File: config.mk
export PLATFORM = sky130hd
export DESIGN_NAME = cic_decimator_flat
export DESIGN_NICKNAME = d
export VERILOG_FILES = /design/src/rtl/cic_decimator_if.sv /design/src/rtl/cic_decimator.sv /design/src/flat_wrapper.sv
export SDC_FILE = /design/constraint.sdc
export NUM_CORES = 2
export LEC_CHECK = 0
export CORE_MARGIN = 8
export CORE_UTILIZATION = 64
export DETAILED_ROUTE_END_ITERATION = 6
export GPL_ROUTABILITY_DRIVEN = 0
export GPL_TIMING_DRIVEN = 0
export PLACE_DENSITY = 0.81
export RECOVER_POWER = 25
export SLEW_MARGIN = 0
export SYNTH_ARGS = -nofsm -noshare
export SYNTH_HDL_FRONTEND = slang
export SYNTH_SLANG_ARGS = --single-unit
File: constraint.sdc
create_clock -name ipClk -period 9.89 [get_ports ipClk]
set_input_delay 2.4725 -clock ipClk [delete_from_list [all_inputs] [get_ports ipClk]]
set_output_delay 2.4725 -clock ipClk [all_outputs]
set_load 0.05 [all_outputs]
File: src/rtl/cic_decimator_if.sv
`default_nettype none
// ============================================================================
// Module   : cic_decimator_if
// Purpose  : Complex sample stream (I/Q plus one-cycle Valid strobe) shared by
//            the CIC decimator input and output ports.
// Revision : 1.0 - initial release
// ============================================================================
interface cic_decimator_if;
    logic signed [17:0] I;
    logic signed [17:0] Q;
    logic               Valid;

    modport master (output I, output Q, output Valid);
    modport slave  (input  I, input  Q, input  Valid);
endinterface
`default_nettype wire

File: src/rtl/cic_decimator.sv
`default_nettype none
// ============================================================================
// Module   : cic_decimator
// Purpose  : N-stage complex CIC decimator, R = 2^k (k runtime selectable and
//            latched per output period), gain-normalised by a shift of N*k.
//            Optional macro CIC_ROUND_EN: round-half-up plus 18-bit saturation
//            on the output instead of plain truncation.
// Revision : 1.0 - initial release
// ============================================================================
module cic_decimator #(
    parameter int N_STAGES      = 3,
    parameter int MAX_RATE_LOG2 = 6
) (
    input  wire logic        ipClk,
    input  wire logic        ipReset,
    cic_decimator_if.slave   ipInput,
    input  wire logic [2:0]  ipRateLog2,
    cic_decimator_if.master  opOutput
);

    localparam int         W     = 18 + N_STAGES * MAX_RATE_LOG2;
    localparam int         CW    = (MAX_RATE_LOG2 > 0) ? MAX_RATE_LOG2 : 1;
    localparam int         SHW   = (N_STAGES * MAX_RATE_LOG2 > 0) ?
                                   $clog2(N_STAGES * MAX_RATE_LOG2 + 1) : 1;
    localparam logic [2:0] K_MAX = 3'(MAX_RATE_LOG2);

    // ------------------------------------------------------------------------
    // Shared control: phase counter, active k, decimation pipeline tags
    // ------------------------------------------------------------------------
    logic              started_q;
    logic [2:0]        k_act_q;
    logic [CW-1:0]     cnt_q;
    logic [N_STAGES:0] vld_q;
    logic [SHW-1:0]    sh_q [N_STAGES+1];
    logic              valid_q;

    logic [2:0]        w_k_in;
    logic [2:0]        w_k_cur;
    logic [CW-1:0]     w_last;
    logic              w_dec;
    logic [SHW-1:0]    w_sh_cur;

    // Before the first clock after reset release, k comes straight from the
    // port so that a sample on that very first edge already uses it.
    always_comb begin
        w_k_in   = (ipRateLog2 > K_MAX) ? K_MAX : ipRateLog2;
        w_k_cur  = started_q ? k_act_q : w_k_in;
        w_last   = ~({CW{1'b1}} << w_k_cur);
        w_dec    = ipInput.Valid && (cnt_q == w_last);
        w_sh_cur = SHW'(N_STAGES * int'(w_k_cur));
    end

    // Phase counting, k latching and alignment of the shift with each strobe.
    always_ff @(posedge ipClk or negedge ipReset) begin
        if (!ipReset) begin
            started_q <= 1'b0;
            k_act_q   <= '0;
            cnt_q     <= '0;
            vld_q     <= '0;
            valid_q   <= 1'b0;
            for (int j = 0; j <= N_STAGES; j++) begin
                sh_q[j] <= '0;
            end
        end else begin
            started_q <= 1'b1;
            // The decimation point closes the period with the old k (already
            // captured into sh_q[0]); the new k governs the next period.
            if (!started_q || w_dec) begin
                k_act_q <= w_k_in;
            end
            if (ipInput.Valid) begin
                cnt_q <= w_dec ? '0 : cnt_q + 1'b1;
            end
            vld_q   <= {vld_q[N_STAGES-1:0], w_dec};
            sh_q[0] <= w_sh_cur;
            for (int j = 1; j <= N_STAGES; j++) begin
                sh_q[j] <= sh_q[j-1];
            end
            valid_q <= vld_q[N_STAGES];
        end
    end

    // ------------------------------------------------------------------------
    // Datapath, instantiated identically for I (p=0) and Q (p=1)
    // ------------------------------------------------------------------------
    for (genvar p = 0; p < 2; p++) begin : g_path
        logic signed [17:0]  w_in;
        logic signed [W-1:0] w_acc;
        logic signed [W-1:0] int_q  [N_STAGES];
        logic signed [W-1:0] int_d  [N_STAGES];
        logic signed [W-1:0] cin_d  [N_STAGES];
        logic signed [W-1:0] comb_q [N_STAGES];
        logic signed [W-1:0] dly_q  [N_STAGES];
        logic signed [17:0]  res_d;
        logic signed [17:0]  out_q;

        assign w_in = (p == 0) ? ipInput.I : ipInput.Q;

        // Integrator cascade settles in one cycle so the decimation-point
        // sample is already inside the last integrator when it is captured.
        always_comb begin
            w_acc = {{(W-18){w_in[17]}}, w_in};
            for (int n = 0; n < N_STAGES; n++) begin
                w_acc    = int_q[n] + w_acc;
                int_d[n] = w_acc;
            end
            cin_d[0] = int_q[N_STAGES-1];
            for (int j = 1; j < N_STAGES; j++) begin
                cin_d[j] = comb_q[j-1];
            end
        end

        // Integrators advance only on valid input samples, wrapping modulo 2^W.
        always_ff @(posedge ipClk or negedge ipReset) begin
            if (!ipReset) begin
                for (int n = 0; n < N_STAGES; n++) begin
                    int_q[n] <= '0;
                end
            end else if (ipInput.Valid) begin
                for (int n = 0; n < N_STAGES; n++) begin
                    int_q[n] <= int_d[n];
                end
            end
        end

        // Comb pipeline: each stage differences against its previous decimated input.
        always_ff @(posedge ipClk or negedge ipReset) begin
            if (!ipReset) begin
                for (int j = 0; j < N_STAGES; j++) begin
                    comb_q[j] <= '0;
                    dly_q[j]  <= '0;
                end
            end else begin
                for (int j = 0; j < N_STAGES; j++) begin
                    if (vld_q[j]) begin
                        comb_q[j] <= cin_d[j] - dly_q[j];
                        dly_q[j]  <= cin_d[j];
                    end
                end
            end
        end

`ifdef CIC_ROUND_EN
        localparam logic signed [W:0] SAT_MAX = (W+1)'(131071);
        localparam logic signed [W:0] SAT_MIN = -SAT_MAX - 1;
        logic signed [W:0] w_sum;
        logic signed [W:0] w_shd;

        // Round half up by adding half an LSB of the shifted result, then clip.
        always_comb begin
            w_sum = {comb_q[N_STAGES-1][W-1], comb_q[N_STAGES-1]};
            if (sh_q[N_STAGES] != '0) begin
                w_sum = w_sum + ((W+1)'(1) << (sh_q[N_STAGES] - 1'b1));
            end
            w_shd = w_sum >>> sh_q[N_STAGES];
            if (w_shd > SAT_MAX) begin
                res_d = 18'sh1FFFF;
            end else if (w_shd < SAT_MIN) begin
                res_d = 18'sh20000;
            end else begin
                res_d = w_shd[17:0];
            end
        end
`else
        // Truncating normalisation: arithmetic shift, keep the low 18 bits.
        always_comb begin
            res_d = 18'(comb_q[N_STAGES-1] >>> sh_q[N_STAGES]);
        end
`endif

        // Output sample register, held between strobes.
        always_ff @(posedge ipClk or negedge ipReset) begin
            if (!ipReset) begin
                out_q <= '0;
            end else if (vld_q[N_STAGES]) begin
                out_q <= res_d;
            end
        end
    end

    assign opOutput.I     = g_path[0].out_q;
    assign opOutput.Q     = g_path[1].out_q;
    assign opOutput.Valid = valid_q;

endmodule
`default_nettype wire

File: src/flat_wrapper.sv
// flat-port wrapper written by rule: the top's interface ports become plain ports
module cic_decimator_flat 
#(
    parameter int N_STAGES      = 3,
    parameter int MAX_RATE_LOG2 = 6
)
  (ipClk, ipReset, ipRateLog2, ipInput_I, ipInput_Q, ipInput_Valid, opOutput_I, opOutput_Q, opOutput_Valid);
  cic_decimator_if ipInput_i ();
  cic_decimator_if opOutput_i ();
  input  wire logic ipClk;
  input  wire logic ipReset;
  input  wire logic [2:0] ipRateLog2;
  input wire logic [$bits(ipInput_i.I)-1:0] ipInput_I;
  input wire logic [$bits(ipInput_i.Q)-1:0] ipInput_Q;
  input wire logic [$bits(ipInput_i.Valid)-1:0] ipInput_Valid;
  output wire logic [$bits(opOutput_i.I)-1:0] opOutput_I;
  output wire logic [$bits(opOutput_i.Q)-1:0] opOutput_Q;
  output wire logic [$bits(opOutput_i.Valid)-1:0] opOutput_Valid;
  assign ipInput_i.I = ipInput_I;
  assign ipInput_i.Q = ipInput_Q;
  assign ipInput_i.Valid = ipInput_Valid;
  assign opOutput_I = opOutput_i.I;
  assign opOutput_Q = opOutput_i.Q;
  assign opOutput_Valid = opOutput_i.Valid;
  cic_decimator #(.N_STAGES(N_STAGES), .MAX_RATE_LOG2(MAX_RATE_LOG2)) u_core (.ipClk(ipClk), .ipReset(ipReset), .ipInput(ipInput_i), .ipRateLog2(ipRateLog2), .opOutput(opOutput_i));
endmodule
; After elaboration in Yosys (flattened, before gate mapping)
; Index checks and enable logic that the tools add are counted.
[op_classes]
addsub = 13
n_mul = 1
div = 0
order_cmp = 1
n_eq_ne = 1
shifts = 3
n_mux = 3
n_bitwise = 1
reduce_logical = 3
[op_table]
columns = operator, count
row1 = $sub A36 B36 Y36, 6
row2 = $add A36 B36 Y36, 4
row3 = $add A36 B18 Y36, 2
row4 = $sshr A36 B5 Y18, 2
row5 = $add A6 B1 Y6 const B, 1
row6 = $eq A6 B6 Y1, 1
row7 = $mux W3, 2
row8 = $mux W6, 1
row9 = $not A6 Y6, 1
row10 = $shl A6 B3 Y6 const A, 1
row11 = $mul A2 B3 Y5 const A, 1
row12 = $gt A3 B3 Y1 const B, 1
row13 = $logic_and A1 B1 Y1, 1
row14 = $logic_not A1 Y1, 1
row15 = $logic_or A1 B1 Y1, 1
[word_totals]
register_bits = 719
latch_bits = 0
ram_bits = 0
rom_bits = 0
inputBits = 42
output_inout_bits = 37
wordCells = 55
n_memories = 0

; Depth between registers and ports, before layout
[depth]
ltp_word = 8
mapped_depth = 37
mapped_depth_nobuf = 37

; Worst setup path before layout
; OpenSTA, ideal clock, no wires.
[synth_timing]
path_type = input -> register
startpoint = input port ipInput_I[0]
endpoint = register u_core.g_path[0].int_q (netlist bit u_core.g_path[0].cin_d[107])
setup_ns = 0.123
arrival_time_ns = 9.063
t_required_ns = 9.767
setup_slack_ns = 0.704
cell_stages = 35
n_path_buf = 0
path_cell_list = ha_1 > inv_1 > fa_1 > nor2b_1 > o21ai_0 > a21bo_2 > a211oi_1 > a21oi_1 > a21boi_0 > o211ai_1 > o21a_1 > o21ai_0 > xnor2_1 > ha_1 > nand2_1 > nor4_1 > and2_1 > a2111oi_0 > nand2_1 > a21o_1 > a21oi_1 > o21ai_0 > xor2_1 > ha_1 > nand2_1 > or3_1 > nor3_1 > nand4_1 > nor4b_2 > o41ai_1 > a21o_1 > a21oi_1 > xnor2_1 > nand2_1 > xnor2_1
[synth_rtl]
columns = item, line_no
row1 = start: declaration, flat_wrapper.sv:13  ; input wire logic [$bits(ipInput_i.I)-1:0] ipInput_I;
row2 = end signal: indexed assignment, cic_decimator.sv:121  ; int_q[n] <= int_d[n];
row3 = end: declaration, cic_decimator.sv:89  ; logic signed [W-1:0] int_q [N_STAGES];

==> results.sh <==
export IMPL_drt_wl_total_mm=120
export IMPL_cts_tree="done"
export IMPL_r2r_slack_ps=2400
export IMPL_grt_pass1_vias=39893
export IMPL_finalCritPeriodShare_pct=94.8
export IMPL_netlist_top_cells_area="dfrtp_1, ha_1, mux2_2"
export IMPL_cts_buffers=81
export IMPL_finClkSkew_ps=24.1
export IMPL_cts_buffer_depth=3
export IMPL_fin_tns_setup_ps=0
export IMPL_violations="design-rule violations, max-capacitance violations, max-slew violations"
export IMPL_hp_start="u_core.sh_q[10]"
export IMPL_path_class="in -> reg"
export IMPL_vias_per_cell=6.09
export IMPL_synth_xor_area_share_pct=6.06
export IMPL_slowest_stage="or4b_1"
export IMPL_r2r_start="u_core.g_path[1].int_q[72]"
export IMPL_synth_cell_types=91
export IMPL_muxShareOfSynthArea_pct=11.3
export IMPL_die_h_um=295
export IMPL_hold_end="u_core.sh_q[5]"
export IMPL_grt_overflow_total=0
export IMPL_dp_hpwl_mm=89.8
export IMPL_wire_per_inst_um=18.2
export IMPL_synthFlopType="dfrtp_1"
export IMPL_synthArstFlopShare_pct=100
export IMPL_final_hold_viol_count=0
export IMPL_slew_headroom_pct=-133
export IMPL_netlist_instances=5317
export IMPL_port_buffers=77
export IMPL_cp_data_required_time_ps=10470
export IMPL_drtAntennaViolNets=0
export IMPL_synthSimpleGateAreaFrac_pct=11.4
export IMPL_crit_fanout=7
export IMPL_drt_iter0_drc=2762
export IMPL_yosysWarnings=0
export IMPL_min_period_ps=9380
export IMPL_path_buf_inv=2
export IMPL_clock_sinks=719
export IMPL_antenna_found_initial=0
export IMPL_grt_pass1_wl_mm=199
export IMPL_worstRegToRegCells=34
export IMPL_syn_to_final_growth_pct=10.4
export IMPL_placedCellCount=6441
export IMPL_avgSynthCellArea_sq_um=9.35
export IMPL_fmax_mhz=107
export IMPL_startpoint_type="input port"
export IMPL_timing_hold_ws_ps=348
export IMPL_drive_gt1_share_pct=10.9
export IMPL_mappedNetlistArea_sq_mm=0.0497
export IMPL_met3_usage_pct=2.77
export IMPL_reg2reg_to="u_core.g_path[1].cin_d[107]"
export IMPL_status="finished, violations left"
export IMPL_finalNonFillerCells=6590
export IMPL_busiest_layer="met2"
export IMPL_use_met1_pct=35.8
export IMPL_synth_top_area_share_pct=36.2
export IMPL_insertedDiodeCount=0
export IMPL_setup_viol_count_final=0
export IMPL_hold_depth=0
export IMPL_final_max_slew_viol_count=61
export IMPL_groute_usage_overall_pct=27.4
export IMPL_cts_root_buf="clkbuf_16"
export IMPL_grt_util_met2_pct=46.5
export IMPL_clock_latency_ps=640
export IMPL_seq_area_frac_synth_pct=36.2
export IMPL_cp_data_arrival_time_ps=9950
export IMPL_coreArea_sq_mm=0.0772
export IMPL_row_count=102
export IMPL_die_area_sq_mm=0.0869
export IMPL_path_delay_family="compound AO/OA/AOI/OAI gates"
export IMPL_worst_pin_slew_ps=3490
export IMPL_synth_compound_area_share_pct=19.3
export IMPL_vias=40134
export IMPL_grt_max_degree=122
export IMPL_yosys_area_top_type="dfrtp_1"
export IMPL_cp_common_cell="a21oi_1"
export IMPL_first_pass_iters=7
export IMPL_min_path_type="reg -> reg"
export IMPL_cts_max_level=3
export IMPL_cap_violations=1
export IMPL_worstSetupEndpointType="register"
export IMPL_fin_nets=5971
export IMPL_ys_ff_latch=719
export IMPL_synth_edff_count=0
export IMPL_synth_adder_area_share_pct=11.4
export IMPL_ioPinCount=79
export IMPL_cp_slowest_stage_delay_ps=510
export IMPL_cts_hold_buf=0
export IMPL_syn_nets=5803
export IMPL_die_w_um=295
export IMPL_clkTransAtPathRegs_ps=60
export IMPL_synth_top_family_by_area="compound AO/OA/AOI/OAI gates"
export IMPL_drc=16
export IMPL_start_util_pct=64.4
placed cells by master (no fill, tap or decap), types with 15 or more instances in the layout:
cell type          n
or3_1             32
nand4_1           32
clkbuf_1         187
nor3_1            71
clkbuf_8          16
mux2i_1           51
nor2_1           286
a21o_1           212
o21ai_0          450
xnor2_1          235
clkbuf_16         81
nor2b_1           63
o21bai_1          53
dfrtp_1          719
nand3_1           78
clkinv_2          18
a21oi_1          392
and3_1            27
a21boi_0          32
o21ai_1           15
o31ai_1           41
a211oi_1          52
o211ai_1          33
mux2_2           355
o21a_1            59
nand2b_1          51
clkdlybuf4s50_1   76
mux4_2            50
inv_1            384
ha_1             430
a31oi_1           51
and2_1            16
nand2_1          514
xor2_1           107
final cells by class:
cell class,count,area (sq um)
Buffer,184,699
Timing Repair Buffer,85,965
Inverter,386,1450
Multi-Input combinational cell,4028,29700
Fill cell,5667,22300
Clock inverter,37,488
Tap cell,1040,1300
Clock buffer,111,2300
Sequential cell,719,18000
flip-flops by register name (all words and copies together) (netlist names):
name,count
u_core.sh_q,20
u_core.g_path.int_q,144
u_core.g_path.comb_q,72
u_core.k_act_q,3
u_core.g_path.cin_d,216
u_core.g_path.dly_q,216
u_core.started_q,1
u_core.vld_q,4
u_core.cnt_q,6
u_core.opOutput.I,18
u_core.opOutput.Q,18
u_core.opOutput.Valid,1
worst max-delay path by stage:
stage | start | end | slack (ps) | depth (start not counted)
2_1_floorplan | ipInput_I[0] | u_core.g_path[0].cin_d[107] | 700 | 35
3_3_place_gp | ipReset | u_core.g_path[0].int_q[95] | -25630 | 1
3_5_place_dp | ipInput_I[0] | u_core.g_path[0].cin_d[107] | -1030 | 36
4_1_cts | ipInput_I[0] | u_core.g_path[0].cin_d[107] | 30 | 36
5_1_grt | ipInput_Q[0] | u_core.g_path[1].cin_d[107] | -40 | 35
6_report | ipInput_Q[0] | u_core.g_path[1].cin_d[107] | 510 | 35
metal layers:
metal	routed length [um]	part of all wire, %	up-vias
met4	4730	3.9	0
met1	52700	44	19322
met2	57600	48	1134
li1	-	-	19348
met5	0	0	-
met3	5110	4.3	330
per-stage QoR:
stage               worst slack, ps  utilization [%]  instance area [sq um]
floorplan                       704                -                  49700
global placement             -25630             67.1                  51800
detailed placement            -1030             67.3                  52000
CTS                            32.3             71.0                  54800
global route                  -42.5             71.1                  54900
finish                          511             71.1                  54900
kinds of logic after synthesis:
| kind of cell | count (synthesis) |
|---|---|
| XOR/XNOR | 344 |
| adder cells (fa/ha/maj) | 444 |
| other | 1 |
| buffers and inverters | 570 |
| AND/OR/NAND/NOR | 1240 |
| flip-flops | 719 |
| multiplexers | 456 |
| AO/OA/AOI/OAI | 1543 |
timing repair:
action / in CTS / in global routing
cloned: 0 / 0
pin swaps: 0 / 8
setup endpoints to repair: 4 / 9
resized for setup: 3 / 22
setup buffers: 0 / 1
synth_stat cells, drive strengths merged (14+ instances only):
master / number
nand3: 78
a21o: 212
or3: 32
and3: 27
buf: 25
mux2: 355
ha: 431
o21ai: 465
a211oi: 55
nand4: 32
nor3: 71
o211ai: 33
a21oi: 399
a211o: 14
inv: 384
nor4: 14
nor2b: 64
mux2i: 51
mux4: 50
o21bai: 53
nor2: 286
xor2: 108
dfrtp: 719
nand2b: 51
o31ai: 42
and2: 17
clkbuf: 159
a21boi: 36
a31oi: 51
xnor2: 236
o21a: 59
nand2: 515
Power is not shown: default switching activity piles up to over one toggle a cycle in this logic, so the estimate is an artifact.
